`src/rtl/obj_ctrl_pkg.sv`:
```
// rtl/obj_ctrl_pkg.sv - shared types and widths for the object frame controller
package obj_ctrl_pkg;
    localparam int COORD_W = 10;
    localparam int COUNT_W = 19;
    localparam int SUM_W   = 28;

    localparam logic CFG_ADDR_THRESH    = 1'b0;
    localparam logic CFG_ADDR_MIN_COUNT = 1'b1;

    typedef enum logic [1:0] {
        ST_IDLE,
        ST_WAIT_SOF,
        ST_ACTIVE,
        ST_REPORT
    } state_e;
endpackage

```
`src/rtl/obj_bbox_accum.sv`:
```
// rtl/obj_bbox_accum.sv - per-frame min/max/count (and OBJ_CENTROID_EN sums) accumulator
module obj_bbox_accum
    import obj_ctrl_pkg::*;
(
    input  logic               clk,
    input  logic               rst_n,
    input  logic               start,
    input  logic               hit,
    input  logic [COORD_W-1:0] x,
    input  logic [COORD_W-1:0] y,
    output logic [COORD_W-1:0] min_x,
    output logic [COORD_W-1:0] max_x,
    output logic [COORD_W-1:0] min_y,
    output logic [COORD_W-1:0] max_y,
    output logic [COUNT_W-1:0] count
`ifdef OBJ_CENTROID_EN
    ,
    output logic [SUM_W-1:0]   sum_x,
    output logic [SUM_W-1:0]   sum_y
`endif
);
    logic [COORD_W-1:0] min_x_q, max_x_q, min_y_q, max_y_q;
    logic [COORD_W-1:0] min_x_d, max_x_d, min_y_d, max_y_d;
    logic [COUNT_W-1:0] count_q, count_d;
`ifdef OBJ_CENTROID_EN
    logic [SUM_W-1:0]   sum_x_q, sum_y_q, sum_x_d, sum_y_d;
`endif

    // start re-seeds the bounds; a hit on that same cycle folds in on top
    always_comb begin
        min_x_d = start ? '1 : min_x_q;
        min_y_d = start ? '1 : min_y_q;
        max_x_d = start ? '0 : max_x_q;
        max_y_d = start ? '0 : max_y_q;
        count_d = start ? '0 : count_q;
`ifdef OBJ_CENTROID_EN
        sum_x_d = start ? '0 : sum_x_q;
        sum_y_d = start ? '0 : sum_y_q;
`endif
        if (hit) begin
            if (x < min_x_d) min_x_d = x;
            if (x > max_x_d) max_x_d = x;
            if (y < min_y_d) min_y_d = y;
            if (y > max_y_d) max_y_d = y;
            if (count_d != '1) count_d = count_d + 1'b1;
`ifdef OBJ_CENTROID_EN
            sum_x_d = sum_x_d + SUM_W'(x);
            sum_y_d = sum_y_d + SUM_W'(y);
`endif
        end
    end

    always_ff @(posedge clk or negedge rst_n) begin
        if (!rst_n) begin
            min_x_q <= '1;
            min_y_q <= '1;
            max_x_q <= '0;
            max_y_q <= '0;
            count_q <= '0;
`ifdef OBJ_CENTROID_EN
            sum_x_q <= '0;
            sum_y_q <= '0;
`endif
        end else begin
            min_x_q <= min_x_d;
            min_y_q <= min_y_d;
            max_x_q <= max_x_d;
            max_y_q <= max_y_d;
            count_q <= count_d;
`ifdef OBJ_CENTROID_EN
            sum_x_q <= sum_x_d;
            sum_y_q <= sum_y_d;
`endif
        end
    end

    assign min_x = min_x_q;
    assign max_x = max_x_q;
    assign min_y = min_y_q;
    assign max_y = max_y_q;
    assign count = count_q;
`ifdef OBJ_CENTROID_EN
    assign sum_x = sum_x_q;
    assign sum_y = sum_y_q;
`endif
endmodule

```
`src/rtl/object_frame_ctrl.sv`:
```
// rtl/object_frame_ctrl.sv - frame capture FSM, config shadowing and result handshake; OBJ_CENTROID_EN adds coordinate sums
module object_frame_ctrl
    import obj_ctrl_pkg::*;
#(
    parameter int THRESH_RESET    = 16,
    parameter int MIN_COUNT_RESET = 32
) (
    input  logic               clk,
    input  logic               rst_n,
    input  logic               enable,
    input  logic               cfg_wr,
    input  logic               cfg_addr,
    input  logic [15:0]        cfg_wdata,
    output logic [4:0]         threshold,
    input  logic               object_pixel,
    input  logic [COORD_W-1:0] x,
    input  logic [COORD_W-1:0] y,
    input  logic               pixel_valid,
    input  logic               frame_valid,
    output logic               res_valid,
    input  logic               res_ready,
    output logic               res_found,
    output logic [COORD_W-1:0] res_min_x,
    output logic [COORD_W-1:0] res_max_x,
    output logic [COORD_W-1:0] res_min_y,
    output logic [COORD_W-1:0] res_max_y,
    output logic [COUNT_W-1:0] res_count,
    output logic               overrun,
    input  logic               overrun_clr
`ifdef OBJ_CENTROID_EN
    ,
    output logic [SUM_W-1:0]   res_sum_x,
    output logic [SUM_W-1:0]   res_sum_y
`endif
);
    state_e state_q, state_d;
    logic   fv_q;
    logic [4:0]  pend_thresh_q, pend_thresh_d, act_thresh_q, act_thresh_d;
    logic [15:0] pend_min_q, pend_min_d, act_min_q, act_min_d;
    logic        res_valid_q, res_valid_d, res_found_q, res_found_d;
    logic        overrun_q, overrun_d;
    logic [COORD_W-1:0] res_min_x_q, res_max_x_q, res_min_y_q, res_max_y_q;
    logic [COORD_W-1:0] res_min_x_d, res_max_x_d, res_min_y_d, res_max_y_d;
    logic [COUNT_W-1:0] res_count_q, res_count_d;

    logic sof, eof, hs, acc_start, acc_hit, load_res, found;
    logic [COORD_W-1:0] acc_min_x, acc_max_x, acc_min_y, acc_max_y;
    logic [COUNT_W-1:0] acc_count;
`ifdef OBJ_CENTROID_EN
    logic [SUM_W-1:0] acc_sum_x, acc_sum_y;
    logic [SUM_W-1:0] res_sum_x_q, res_sum_y_q, res_sum_x_d, res_sum_y_d;
`endif

    assign sof = frame_valid & ~fv_q;
    assign eof = ~frame_valid & fv_q;
    assign hs  = res_valid_q & res_ready;

    always_comb begin
        state_d   = state_q;
        acc_start = 1'b0;
        load_res  = 1'b0;
        case (state_q)
            ST_IDLE:     if (enable) state_d = ST_WAIT_SOF;
            ST_WAIT_SOF: begin
                if (!enable) state_d = ST_IDLE;
                else if (sof) begin
                    state_d   = ST_ACTIVE;
                    acc_start = 1'b1;
                end
            end
            ST_ACTIVE: begin
                if (!enable) state_d = ST_IDLE;
                else if (eof) begin
                    state_d  = ST_REPORT;
                    load_res = 1'b1;
                end
            end
            ST_REPORT: begin
                if (hs) begin
                    if (!enable) state_d = ST_IDLE;
                    else if (sof) begin
                        state_d   = ST_ACTIVE;
                        acc_start = 1'b1;
                    end else state_d = ST_WAIT_SOF;
                end
            end
            default: state_d = ST_IDLE;
        endcase
    end

    assign acc_hit = (state_q == ST_ACTIVE || acc_start) & frame_valid & pixel_valid & object_pixel;
    assign found   = acc_count >= COUNT_W'(act_min_q);

    obj_bbox_accum u_accum (
        .clk   (clk),
        .rst_n (rst_n),
        .start (acc_start),
        .hit   (acc_hit),
        .x     (x),
        .y     (y),
        .min_x (acc_min_x),
        .max_x (acc_max_x),
        .min_y (acc_min_y),
        .max_y (acc_max_y),
        .count (acc_count)
`ifdef OBJ_CENTROID_EN
        ,
        .sum_x (acc_sum_x),
        .sum_y (acc_sum_y)
`endif
    );

    // config is shadowed and only takes effect at a frame boundary
    always_comb begin
        pend_thresh_d = pend_thresh_q;
        pend_min_d    = pend_min_q;
        act_thresh_d  = act_thresh_q;
        act_min_d     = act_min_q;
        if (cfg_wr) begin
            if (cfg_addr == CFG_ADDR_THRESH) pend_thresh_d = cfg_wdata[4:0];
            else                             pend_min_d    = cfg_wdata;
        end
        if (sof) begin
            act_thresh_d = pend_thresh_q;
            act_min_d    = pend_min_q;
        end
    end

    always_comb begin
        res_valid_d = res_valid_q;
        res_found_d = res_found_q;
        res_min_x_d = res_min_x_q;
        res_max_x_d = res_max_x_q;
        res_min_y_d = res_min_y_q;
        res_max_y_d = res_max_y_q;
        res_count_d = res_count_q;
`ifdef OBJ_CENTROID_EN
        res_sum_x_d = res_sum_x_q;
        res_sum_y_d = res_sum_y_q;
`endif
        if (load_res) begin
            res_valid_d = 1'b1;
            res_found_d = found;
            res_min_x_d = found ? acc_min_x : '0;
            res_max_x_d = found ? acc_max_x : '0;
            res_min_y_d = found ? acc_min_y : '0;
            res_max_y_d = found ? acc_max_y : '0;
            res_count_d = acc_count;
`ifdef OBJ_CENTROID_EN
            res_sum_x_d = acc_sum_x;
            res_sum_y_d = acc_sum_y;
`endif
        end else if (hs) begin
            res_valid_d = 1'b0;
        end
        overrun_d = overrun_q;
        if (overrun_clr) overrun_d = 1'b0;
        if (state_q == ST_REPORT && sof && !hs) overrun_d = 1'b1;
    end

    always_ff @(posedge clk or negedge rst_n) begin
        if (!rst_n) begin
            state_q       <= ST_IDLE;
            fv_q          <= 1'b0;
            pend_thresh_q <= 5'(THRESH_RESET);
            act_thresh_q  <= 5'(THRESH_RESET);
            pend_min_q    <= 16'(MIN_COUNT_RESET);
            act_min_q     <= 16'(MIN_COUNT_RESET);
            res_valid_q   <= 1'b0;
            res_found_q   <= 1'b0;
            res_min_x_q   <= '0;
            res_max_x_q   <= '0;
            res_min_y_q   <= '0;
            res_max_y_q   <= '0;
            res_count_q   <= '0;
            overrun_q     <= 1'b0;
`ifdef OBJ_CENTROID_EN
            res_sum_x_q   <= '0;
            res_sum_y_q   <= '0;
`endif
        end else begin
            state_q       <= state_d;
            fv_q          <= frame_valid;
            pend_thresh_q <= pend_thresh_d;
            act_thresh_q  <= act_thresh_d;
            pend_min_q    <= pend_min_d;
            act_min_q     <= act_min_d;
            res_valid_q   <= res_valid_d;
            res_found_q   <= res_found_d;
            res_min_x_q   <= res_min_x_d;
            res_max_x_q   <= res_max_x_d;
            res_min_y_q   <= res_min_y_d;
            res_max_y_q   <= res_max_y_d;
            res_count_q   <= res_count_d;
            overrun_q     <= overrun_d;
`ifdef OBJ_CENTROID_EN
            res_sum_x_q   <= res_sum_x_d;
            res_sum_y_q   <= res_sum_y_d;
`endif
        end
    end

    assign threshold = act_thresh_q;
    assign res_valid = res_valid_q;
    assign res_found = res_found_q;
    assign res_min_x = res_min_x_q;
    assign res_max_x = res_max_x_q;
    assign res_min_y = res_min_y_q;
    assign res_max_y = res_max_y_q;
    assign res_count = res_count_q;
    assign overrun   = overrun_q;
`ifdef OBJ_CENTROID_EN
    assign res_sum_x = res_sum_x_q;
    assign res_sum_y = res_sum_y_q;
`endif
endmodule

```
`config.mk`:
```
export PLATFORM = sky130hd
export DESIGN_NAME = object_frame_ctrl
export DESIGN_NICKNAME = d
export VERILOG_FILES = /design/src/rtl/obj_ctrl_pkg.sv /design/src/rtl/obj_bbox_accum.sv /design/src/rtl/object_frame_ctrl.sv
export SDC_FILE = /design/constraint.sdc
export NUM_CORES = 1
export LEC_CHECK = 0
export ABC_AREA = 1
export CAP_MARGIN = 5
export CORE_ASPECT_RATIO = 1.2
export CORE_MARGIN = 5
export CORE_UTILIZATION = 55
export CTS_BUF_LIST = sky130_fd_sc_hd__clkbuf_4 sky130_fd_sc_hd__clkbuf_8
export CTS_CLUSTER_DIAMETER = 200
export DETAILED_ROUTE_END_ITERATION = 10
export GPL_ROUTABILITY_DRIVEN = 0
export MAX_ROUTING_LAYER = met4
export PLACE_DENSITY = 0.8
export RECOVER_POWER = 50
export SYNTH_ARGS = -nofsm -noshare
export SYNTH_HDL_FRONTEND = slang
export SYNTH_SLANG_ARGS = --single-unit
```
`constraint.sdc`:
```
create_clock -name clk -period 7.39 [get_ports clk]
set_clock_uncertainty 0.2 [all_clocks]
set_input_delay 2.217 -clock clk [delete_from_list [all_inputs] [get_ports clk]]
set_output_delay 2.217 -clock clk [all_outputs]
set_load 0.01 [all_outputs]
```
==> flow_summary.toml <==
[power_and_ir_drop]
switching_share = 0.353
powerDensity_mw_per_mm2 = 328
vdd_ir_drop_max_mv = 0.198
power.leakage_nw = 5.20
clkPwrFrac = 0.233
p_seq_frac = 0.412
internal_power_mw = 2.20
p_sw_mw = 1.20
p_comb_frac = 0.355

[placed_design]
place_hpwl_um = 14300
pre_cts_ws_ns = 1.47
placed_area_mm2 = 0.00990
io_buffers = 112

[cts]
htreeDepth = 4
postCtsSetupRepairBufs = 0
tritoncts = "built"
cts-resized-gates = 0
clock_sinks = 166
clk_path_buf_depth = 2
clk_pin_slew_ns = 0.09
ctsHoldBuffers = 0
clockRootBuffer = "clkbuf_8"
clk_latency_ns = 0.46
numCtsBuffers = 17

[yosys]
yosys_register_bits = 166
synth.top_cells.by_count = "323 x nand2_1, 142 x dfrtp_1, 103 x inv_1"
synth_edf_count = 0
yosysTopAreaCellShare = 0.409
synth_warnings = 0
synth.top_cells.by_area = "dfrtp_1 41%, nand2_1 14%, ha_1 7.9%"
synth_nets = 1155
async_flop_share = 1.00
synth.distinct_cells = 40
syn_inst = 1054
syn_area_mm2 = 0.00870
yosysSeqAreaShare = 0.481
avgSynthCellArea_um2 = 8.25
synth-main-ff-cell = "dfrtp_1"
synth.most_common_cell = "nand2_1"
synth_top_area_cell = "dfrtp_1"

[setup_path]
slowest_stage = "dlygate4sd3_1"
cpLargestDelayFamily = "buffers and inverters"
crit_path_max_fanout = 56
path_common_cell = "nand2_1"
required_ns = 7.54
crit_arrival_ns = 5.80
max_stage_delay_ns = 0.58
path_cells = "dlygate4sd3_1, inv_1, nor2_2, buf_4, nand3_4, buf_4, nand2_1, ha_1, nand2_1, nor2_1, nand2_1, o211ai_1, nand3_1, o21a_1"
cp-end-kind = "flip-flop"
criticalPathCategory = "in -> reg"
critPathLaunchType = "input pin"
worst-path-buf-inv = 4

[finish]
layout-drive-gt1-share = 0.0878
diodes = 0
final_core_util = 0.666
fillers = 1282
multiInputGateArea_mm2 = 0.00387
regArea_mm2 = 0.00418
syn_to_final_growth_pct = 19.3
final_area_mm2 = 0.0104
nets = 1250

[job]
drv_cap = 3

[sta]
rsz0062_at_grt = "false"
relSlewSlack = -0.961
setup_viol = 0
fmax_ghz = 0.177
whs_ns = 0.266
maxSlewViolCount = 239
period_needed_ns = 5.65
hold_viol = 0
tns_ns = 0
fin_ws_ns = 1.74
finalCritPeriodShare = 0.764
tightest_slew_ns = 2.94

[floorplan]
coreArea_mm2 = 0.0156
io_pins = 113
initial_utilization = 0.558
fp.dieH_um = 148
rows = 50
die_w_um = 125
fp.dieArea_mm2 = 0.0184

[global_routing]
grt_max_degree = 118
antenna_found_initial = 0
grt_pass1_wl_um = 34900
grt_pass1_vias = 7275
grtUsageTotal = 0.237
grt.overflow.total = 0

[worst_hold_path]
min_path_type = "reg -> reg"

[routing]
routed_wl_um = 20600
remaining_drc_errors = 0
post_drt_wl_per_cell_um = 15.0
drtAntennaViolNets = 0
drt_pass1_iterations = 4
num_vias = 7303
drt_iter0_drc = 490
post_drt_via_cell_ratio = 5.33

[run_status]
run_status = "complete, but fails checks"
violations = "max-capacitance violations, max-slew violations"
worst min-delay path, delay by kind of cell (launching register included):
family | cells | cell delay [ns]
buffers and inverters | 1 | 0.04
DFF | 1 | 0.38
AOI/OAI and AO/OA | 1 | 0.05
metal layers:
| metal | up-vias | share of wire | global-route usage | wire, µm |
|---|---|---|---|---|
| li1 | 3603 | - | - | - |
| met1 | 3497 | 0.43 | 0.290 | 8890 |
| met2 | 154 | 0.50 | 0.389 | 10200 |
| met3 | 49 | 0.045 | 0.0538 | 922 |
| met4 | 0 | 0.027 | 0.0811 | 561 |
| met5 | - | 0 | - | 0 |
sequential cells by signal, indices dropped and copies added (netlist names), 10 cells and up:
| signal | cells |
|---|---|
| res_min_y | 10 |
| res_max_x | 10 |
| u_accum.min_y | 10 |
| res_min_x | 10 |
| u_accum.max_y | 10 |
| res_max_y | 10 |
| pend_min_q | 16 |
| res_count | 19 |
| u_accum.max_x | 10 |
| u_accum.min_x | 10 |
| act_min_q | 16 |
| u_accum.count | 19 |
worst paths after layout:
path / slack, ns / cells after the start / endpoint / start
min in group asynchronous: 2.47 / 1 / pend_thresh_q[0] / rst_n
max in group asynchronous: 2.08 / 2 / u_accum.count[5] / rst_n
worst max-delay path: 1.74 / 14 / u_accum.max_y[6] / frame_valid
worst min-delay path: 0.27 / 2 / pend_min_q[5] / pend_min_q[5]
worst min register to register: 0.27 / 2 / pend_min_q[5] / pend_min_q[5]
worst max register to register: 3.75 / 7 / res_valid / state_q[1]
kinds of logic after synthesis:
family	Yosys count	synth area share
buffers and inverters	154	0.0745
DFF	166	0.481
adders and majority gates	55	0.0791
AOI/OAI and AO/OA	139	0.0890
xor gates and xnor gates	8	0.00806
and+or+nand+nor	532	0.268
power by group through the flow:
| stage | registers (mW) | logic (mW) | clock network (mW) |
|---|---|---|---|
| final | 1.40 | 1.21 | 0.792 |
| after global placement | 1.41 | 1.16 | 0 |
| after floorplan | 1.42 | 0.703 | 0 |
| after CTS | 1.40 | 1.22 | 0.800 |
| after detailed placement | 1.41 | 1.20 | 0 |
| after global routing | 1.43 | 1.36 | 0.843 |
through the flow:
stage / std cells / power [mW]
5_1_grt: 1370 / 3.64
3_3_place_gp: 1338 / 2.58
3_5_place_dp: 1338 / 2.61
6_report: 1370 / 3.40
4_1_cts: 1370 / 3.42
2_1_floorplan: 1054 / 2.12
final cells by class:
cell class | count | share of cell area
clock buffers | 18 | 0.0233
clock inverters | 14 | 0.0236
inverters | 111 | 0.0402
multi-input cells | 734 | 0.373
flip-flops and latches | 166 | 0.403
well taps | 208 | 0.0251
repair buffers | 119 | 0.112
cells in the final DEF (no fill, tap or decap), drive strengths merged, types with 4 or more instances in the layout:
cell           instances
o21ai                 78
clkbuf                22
nand2                331
a21oi                 37
buf                    4
dfstp                 24
xor2                   8
inv                  114
nor3                   8
nand3                 97
dfrtp                142
nor2                  76
o21a                  14
ha                    55
bufinv                 6
nand4                 14
clkdlybuf4s50        109
No activity file was read; power rests on OpenSTA's default activity.
